===== src/rtl/relu_drain_ctrl_pkg.sv =====
// Shared sizing and state encoding for the relu drain controller and its skid FIFO.
// DW falls back to the array defaults when the project config macros are not defined.
`ifndef ARRAYWIDTH
`define ARRAYWIDTH 4
`endif
`ifndef OUTPUT_BUF_DATASIZE
`define OUTPUT_BUF_DATASIZE 8
`endif

package relu_drain_ctrl_pkg;

    localparam int DW = `ARRAYWIDTH * `OUTPUT_BUF_DATASIZE;

    typedef enum logic [1:0] {
        ST_IDLE  = 2'd0,
        ST_ISSUE = 2'd1,
        ST_DRAIN = 2'd2,
        ST_DONE  = 2'd3
    } drain_state_t;

    function automatic int unsigned ptr_w(input int unsigned depth);
        return (depth > 1) ? $clog2(depth) : 1;
    endfunction

endpackage


===== src/rtl/relu_skid_fifo.sv =====
// Skid FIFO that catches relu results still in flight when the writeback sink stalls.
// The head reads as zero while empty so an idle write port shows no stale data.
module relu_skid_fifo
    import relu_drain_ctrl_pkg::*;
#(
    parameter int  WIDTH = DW,
    parameter int  DEPTH = 4,
    localparam int PW    = ptr_w(DEPTH),
    localparam int CW    = $clog2(DEPTH + 1)
) (
    input  logic             clk,
    input  logic             rst,
    input  logic             push,
    input  logic [WIDTH-1:0] push_data,
    input  logic             pop,
    output logic [WIDTH-1:0] head,
    output logic             empty,
    output logic [CW-1:0]    count
);

    logic [WIDTH-1:0] mem [DEPTH];
    logic [PW-1:0]    wr_ptr;
    logic [PW-1:0]    rd_ptr;

    function automatic logic [PW-1:0] bump(input logic [PW-1:0] p);
        return (p == PW'(DEPTH - 1)) ? '0 : p + PW'(1);
    endfunction

    always_ff @(posedge clk or negedge rst) begin
        if (!rst) begin
            wr_ptr <= '0;
            rd_ptr <= '0;
            count  <= '0;
        end else begin
            if (push) wr_ptr <= bump(wr_ptr);
            if (pop)  rd_ptr <= bump(rd_ptr);
            if (push && !pop)      count <= count + CW'(1);
            else if (pop && !push) count <= count - CW'(1);
        end
    end

    always_ff @(posedge clk) begin
        if (push) mem[wr_ptr] <= push_data;
    end

    assign empty = (count == '0);
    assign head  = empty ? '0 : mem[rd_ptr];

    // Credit on the read side must make this unreachable.
    overflow_chk: assert property (@(posedge clk) disable iff (!rst)
        !(push && !pop && count == CW'(DEPTH)));

endmodule


===== src/rtl/relu_drain_ctrl.sv =====
// Drains one tile from the output buffer through the relu array to the writeback port.
//
// state  | meaning
// IDLE   | waiting for start, all strobes low
// ISSUE  | issuing buffer reads while FIFO credit remains
// DRAIN  | all reads issued, waiting for the last write to be accepted
// DONE   | one-cycle done pulse, then back to IDLE
module relu_drain_ctrl
    import relu_drain_ctrl_pkg::*;
#(
    parameter int ADDR_W     = 16,
    parameter int ROW_W      = 16,
    parameter int RD_LAT     = 1,
    parameter int RELU_LAT   = 1,
    parameter int FIFO_DEPTH = RD_LAT + RELU_LAT + 2
) (
    input  logic              clk,
    input  logic              rst,
    input  logic              start,
    input  logic [ROW_W-1:0]  cfg_rows,
    input  logic              cfg_relu_en,
    input  logic [ADDR_W-1:0] cfg_rd_base,
    input  logic [ADDR_W-1:0] cfg_wr_base,
    output logic              busy,
    output logic              done,
    output logic              buf_rd_en,
    output logic [ADDR_W-1:0] buf_rd_addr,
    output logic              relu_en,
    input  logic [DW-1:0]     relu_out,
    output logic              wr_valid,
    output logic [ADDR_W-1:0] wr_addr,
    output logic [DW-1:0]     wr_data,
    input  logic              wr_ready
);

    localparam int PIPE_LEN = RD_LAT + RELU_LAT;
    localparam int CW       = $clog2(FIFO_DEPTH + 1);

    drain_state_t      state, state_nxt;
    logic [ROW_W-1:0]  rows_q, issued, written;
    logic [ADDR_W-1:0] rd_base_q, wr_base_q;
    logic              relu_en_q;
    logic [PIPE_LEN-1:0] vpipe;
    logic [CW-1:0]     fifo_count;
    logic              fifo_empty;
    logic              rd_fire, pop, accept, credit_ok;
    int unsigned       inflight;

    always_comb begin
        inflight = 0;
        for (int i = 0; i < PIPE_LEN; i++) inflight = inflight + 32'(vpipe[i]);
    end

    assign credit_ok = (inflight + 32'(fifo_count)) < 32'(FIFO_DEPTH);
    assign pop       = !fifo_empty && wr_ready;
    assign accept    = (state == ST_IDLE) && start;

    always_ff @(posedge clk or negedge rst) begin
        if (!rst) state <= ST_IDLE;
        else      state <= state_nxt;
    end

    always_comb begin
        state_nxt = state;
        rd_fire   = 1'b0;
        unique case (state)
            ST_IDLE: begin
                if (start) state_nxt = (cfg_rows == '0) ? ST_DONE : ST_ISSUE;
            end
            ST_ISSUE: begin
                if (credit_ok) begin
                    rd_fire = 1'b1;
                    if (issued + ROW_W'(1) == rows_q) state_nxt = ST_DRAIN;
                end
            end
            ST_DRAIN: begin
                // Leave on the cycle of the final pop so done follows it directly.
                if (written == rows_q || (pop && written + ROW_W'(1) == rows_q))
                    state_nxt = ST_DONE;
            end
            ST_DONE: state_nxt = ST_IDLE;
            default: state_nxt = ST_IDLE;
        endcase
    end

    always_ff @(posedge clk or negedge rst) begin
        if (!rst) begin
            rows_q    <= '0;
            rd_base_q <= '0;
            wr_base_q <= '0;
            relu_en_q <= 1'b0;
            issued    <= '0;
            written   <= '0;
            vpipe     <= '0;
        end else begin
            if (accept) begin
                rows_q    <= cfg_rows;
                rd_base_q <= cfg_rd_base;
                wr_base_q <= cfg_wr_base;
                relu_en_q <= cfg_relu_en;
                issued    <= '0;
                written   <= '0;
            end else begin
                if (rd_fire) issued <= issued + ROW_W'(1);
                if (pop)     written <= written + ROW_W'(1);
                if (state == ST_DONE) relu_en_q <= 1'b0;
            end
            vpipe[0] <= rd_fire;
            for (int i = 1; i < PIPE_LEN; i++) vpipe[i] <= vpipe[i-1];
        end
    end

    relu_skid_fifo #(
        .WIDTH (DW),
        .DEPTH (FIFO_DEPTH)
    ) u_fifo (
        .clk       (clk),
        .rst       (rst),
        .push      (vpipe[PIPE_LEN-1]),
        .push_data (relu_out),
        .pop       (pop),
        .head      (wr_data),
        .empty     (fifo_empty),
        .count     (fifo_count)
    );

    assign busy        = (state != ST_IDLE);
    assign done        = (state == ST_DONE);
    assign buf_rd_en   = rd_fire;
    assign buf_rd_addr = rd_base_q + ADDR_W'(issued);
    assign relu_en     = relu_en_q;
    assign wr_valid    = !fifo_empty;
    assign wr_addr     = wr_base_q + ADDR_W'(written);

endmodule

===== config.mk =====
export PLATFORM = sky130hd
export DESIGN_NAME = relu_drain_ctrl
export DESIGN_NICKNAME = d
export VERILOG_FILES = /design/src/rtl/relu_drain_ctrl_pkg.sv /design/src/rtl/relu_skid_fifo.sv /design/src/rtl/relu_drain_ctrl.sv
export SDC_FILE = /design/constraint.sdc
export NUM_CORES = 1
export LEC_CHECK = 0
export CORE_AREA = 4 4 120 208
export DETAILED_ROUTE_END_ITERATION = 7
export DIE_AREA = 0 0 124 212
export GPL_TIMING_DRIVEN = 1
export PLACE_DENSITY = 0.71
export SYNTH_ARGS = -nofsm -noshare
export SYNTH_HDL_FRONTEND = slang
export SYNTH_SLANG_ARGS = --single-unit

===== constraint.sdc =====
create_clock -name clk -period 10.2 [get_ports clk]
set_input_delay 3.06 -clock clk [delete_from_list [all_inputs] [get_ports clk]]
set_output_delay 3.06 -clock clk [all_outputs]
set_load 0.01 [all_outputs]

* After elaboration in Yosys (flattened, before gate mapping)
Memory sizes are Yosys's and may differ from the RTL's.
Cells that the tools add are included.
** Operators by class
- Add/subtract/negate cells :: 10
- Magnitude comparators :: 1
- Equal/unequal tests :: 12
- Multiplexer cells :: 21
- Reductions and logical operators :: 18
** Operators by type and width (number)
- $mux W16 :: 4
- $eq A16 B16 Y1 :: 3
- $add A16 B1 Y16 const B :: 2
- $add A16 B16 Y16 :: 2
- $mux W32 :: 1
- $logic_not A16 Y1 :: 1
- $mux W2 :: 7
- $reduce_bool A2 Y1 :: 5
- $eq A2 B2 Y1 const B :: 4
- $ne A2 B2 Y1 const B :: 4
- $pmux W2 S4 :: 1
- $mux W1 :: 6
- $mux W3 :: 2
- $logic_and A1 B1 Y1 :: 5
- $add A2 B1 Y2 const B :: 2
- $add A2 B3 Y4 :: 1
- $lt A4 B3 Y1 const B :: 1
- $reduce_and A4 Y1 :: 1
- $add A3 B1 Y3 const B :: 1
- $logic_not A1 Y1 :: 3
- $logic_not A3 Y1 :: 1
- $sub A3 B1 Y3 const B :: 1
- $add A1 B1 Y2 :: 1
- $eq A2 B1 Y1 const B :: 1
- 2 further kinds :: 2
** Word-level totals
- Flip-flop bits (word level) :: 92
- Memory bits (writable) :: 128
- Input port bits :: 85
- Output and inout port bits :: 69
- Word-level logic and storage cells :: 74
- Memories kept :: 1
** Memory list
- u_fifo.mem :: depth 4, width 32, rd ports 1, clocked after Yosys merged registers in 0, wr ports 1, RTL line relu_skid_fifo.sv:21 : logic [WIDTH-1:0] mem [DEPTH];

* Longest topological paths before layout
- Depth after elaboration :: 7
- Mapped depth :: 11
- Gate-level depth less buffers :: 11

* Cells and area by module
Synthesis repeated with hierarchy kept, for this count alone.
** Second synthesis, totals
- Cells, all modules :: 980
- Area, all modules :: 11252.0 um2
** Modules (own cells, without submodules)
- relu_drain_ctrl :: instances 1, cells each 741, area each 6008.3 um2, sequential area each 2127.0 um2
- relu_skid_fifo :: instances 1, cells each 239, area each 5243.8 um2, sequential area each 4018.9 um2

* Worst setup path after synthesis
Ideal clock, no wire load.
- Path kind :: reg2out
- From :: reg issued[1]
- To :: out buf_rd_addr[15]
- Arrival :: 2.731 ns
- Required time :: 7.140 ns
- Slack :: 4.409 ns
- Stages on the path, launching flop included :: 10
- Buffers on the path :: 0
- Cells stage by stage :: dfrtp_1 > ha_1 > a211o_1 > a211oi_1 > o31ai_1 > nor4_1 > nor3_1 > a2111oi_0 > a21oi_1 > xnor2_1
** Between the ends
- Longest elaborated chain between the ends :: 1
** RTL lines
- from (decl) :: RTL line relu_drain_ctrl.sv:40 : logic [ROW_W-1:0] rows_q, issued, written;
- from (signal assigned) :: RTL line relu_drain_ctrl.sv:104 : if (rd_fire) issued <= issued + ROW_W'(1);
- $add A16 B16 Y16 :: RTL line relu_drain_ctrl.sv:130 : assign buf_rd_addr = rd_base_q + ADDR_W'(issued);
- to (decl) :: RTL line relu_drain_ctrl.sv:27 : output logic [ADDR_W-1:0] buf_rd_addr,
No other way between the ends.

* Final worst setup path
- From :: reg issued[2]
- To :: out buf_rd_addr[15]
The elaborated chain is that of the path after synthesis.

==> results.md <==
* Syn Inst Count at 980
* Gr busiest metal: met2
* Minimum clock period at 7.42 ns
* Hold Violations, Final at 0
* Cell area after synthesis at 11200 um2
* Mapped Nets at 1112
* Leakage at approximately 5.4 nW
* Gr usage total at 0.203
* Synth area leaders: edfxtp_1, dfrtp_1, mux4_2, nand2_1, ha_1
* MaxCap Viol Count at 0
* # clock sinks at between 200 and 250
* Biggest area consumer among synthesized cells: edfxtp_1
* Setup Skew at 0.0106 ns
* Clock root cell: clkbuf_16
* Worst setup SP type: register
* H-tree depth at 1
* Post-Route Setup TNS at 0 ns
* Core box area at around 23000 um2
* First-pass GRT wire length at 41.9 mm
* Required @ worst endpoint at ~7 ns
* Met1 Use GR at 0.227
* Power density over the cells at 268 nW/um2
* Crit end category: primary output
* F_max at around 130 MHz
* Netlist cell types at 62
* Initial core utilization at 0.483
* Final Non-Filler Cells at 1443
* Placed cell count at between 1000 and 1500
* Largest net degree at the start of global routing at 73
* Met2 Resource Use GR at 0.377
* Wire length per cell at 18.2 um
* Met3 Usage GRT at 0.0293
* Post-synthesis sequential area ratio at 0.548
* I/O pin total at 154
* RSZ-0062 raised after global routing: false
* Setup bufs post-CTS at 0
* CP Cell Sequence: ha_1 > o21a_1 > a211oi_1 > o31ai_1 > nor4_1 > nor3_1 > a2111oi_0 > a21oi_1 > xnor2_1 > clkdlybuf4s50_1
* NumNets Final at approximately 1300
* Detailed Route Iter0 Violations at 395
* IO buf count at between 150 and 200
* Clk Latency, worst-skew pair at 0.49 ns
* Main synth FF type: edfxtp_1
* Slew of the pin with the lowest slew margin at between 1 and 1.5 ns
* Cell row count at 74
* Dpl hpwl at between 15 and 20 mm
* Synth Area per Inst at 11.5 um2
* Drc violations at 0
* Synth-to-Final Area Change at 22.7%
* Flops & latches, synth at 220
* CP peak stage delay at slightly above 0.7 ns
* Grt total ovfl at 0
* Asr flop ratio synth at 0.418
* Die width at 124 um
* Resize count post-CTS at 0
* Outcome: finished clean
* Max stage delay cell, worst path: a2111oi_0
* Post-layout util at 0.592
* Post-DRT Antenna Nets at 0
* Max clock buf depth at 3
* Overall Power at 3.69 mW
* Setup-failing EPs final at 0
* Die Y at 212 um
* Register area at 6150 um2
* Initial antenna violation count at 0
* Cell with the most instances after synthesis: nand2_1
* TritonCTS buffer count at 21
* Clk pin slew, worst setup/hold paths at 0.06 ns
* Vias at between 7000 and 8000
* Area of the multi-input gates at approximately 4800 um2
* Number of global-route vias before repair at 8362
* Synth cell count leaders: nand2_1, edfxtp_1, dfrtp_1, nor2_1, xnor2_1
* WP data arrival at 4.36 ns
* Yosys Warn Count at 0
* Final WL at 26.2 mm
* Worst Path Max Fanout at 9
* Number of detailed-route iterations in the first pass at 5
* Placer Congestion at 0.933
* CTS tree: yes
* Share of cells above drive strength 1 at 0.0790
* Slew headroom at 0.327
* Fillers at around 1900
* Final slew viol count at 0
* Final period util at 0.727
* # hold bufs at CTS at 0
* Vias per cell at 5.47
* Synth top area share at 0.343
* Post-synth EDFFs at 128
* # diodes at 0
* Crit Path Class: reg2out
* VDD IR-drop max at about 190 uV
* Worst min path class: reg2reg
* Die ar. at 26300 um2
stage by stage:
stage                     worst slack, ns  area, um2  hold slack [ns]
after global placement               3.22      13000            0.366
after detailed placement             3.28      13000            0.373
final                                2.78      13800            0.383
after floorplan                      4.41      11200            0.360
after global routing                 2.44      13800            0.400
after CTS                            2.73      13800            0.389
critical path, delay by kind of cell (launching register included):
family / cells / cell delay, ns
and+or+nand+nor: 2 / 0.46
adders and majority gates: 1 / 0.39
buffers and inverters: 1 / 0.56
DFF: 1 / 0.49
AOI/OAI and AO/OA: 5 / 1.75
xor gates and xnor gates: 1 / 0.20
layer usage:
metal	part of all wire	vias up	routed length, um
li1	-	3789	-
met1	0.37	3823	9710
met2	0.54	215	14100
met3	0.050	68	1310
met4	0.044	0	1150
met5	0	-	0
power by group:
group	internal, mW	total [mW]	switching [mW]
registers	1.14	1.31	0.164
clock network	0.487	0.822	0.335
logic	0.806	1.56	0.757
final cells by class:
class                   count  share of cell area
flip-flops and latches    220               0.446
multi-input cells         692               0.349
repair buffers            162               0.116
clock buffers              25              0.0393
well taps                 304              0.0276
clock inverters            12              0.0137
inverters                  28             0.00763
kinds of logic (layout without fill, tap and decap cells):
group	count (synthesis)	count (layout)	synth area share
and+or+nand+nor	396	396	0.165
muxes	37	37	0.0689
AOI/OAI and AO/OA	125	125	0.0724
DFF	220	220	0.548
adders and majority gates	47	47	0.0544
xor gates and xnor gates	87	87	0.0679
buffers and inverters	68	227	0.0237
state kept, by name (all words and copies together), names as in the netlist:
name and flops:
u_fifo.mem 128, issued 16, rd_base_q 16, rows_q 16
wr_base_q 16, written 16, u_fifo.count 3, state 2
u_fifo.rd_ptr 2, u_fifo.wr_ptr 2, vpipe 2, relu_en 1
final timing paths:
check,start,end,slack [ns],cells past startpoint
max,issued[2],buf_rd_addr[15],2.78,10
min,vpipe[0],vpipe[1],0.38,0
max reg2reg,issued[0],state[0],6.78,9
min reg2reg,vpipe[0],vpipe[1],0.38,0
max in group asynchronous,rst,u_fifo.rd_ptr[0],6.47,2
min in group asynchronous,rst,wr_base_q[9],2.45,1
placed cells by master (no fill, tap or decap), types with 6 or more instances in the layout:
cell | netlist | layout
nand2_1 | 180 | 180
clkdlybuf4s50_1 | 0 | 152
edfxtp_1 | 128 | 128
dfrtp_1 | 92 | 91
nor2_1 | 64 | 64
xnor2_1 | 51 | 51
ha_1 | 44 | 44
and2_1 | 39 | 38
xor2_1 | 36 | 36
o21ai_0 | 35 | 35
mux4_2 | 32 | 32
a21oi_1 | 30 | 30
nor3_1 | 27 | 27
inv_1 | 27 | 27
clkbuf_16 | 0 | 21
nand3_1 | 20 | 20
or3_1 | 17 | 17
o21a_1 | 12 | 12
nor4_1 | 11 | 11
buf_4 | 0 | 10
nand4_1 | 8 | 8
a21o_1 | 6 | 6
nor2b_1 | 6 | 6
and3_1 | 6 | 6
a211oi_1 | 6 | 6
clkinv_4 | 0 | 6
No activity file was read; power rests on OpenSTA's default activity.
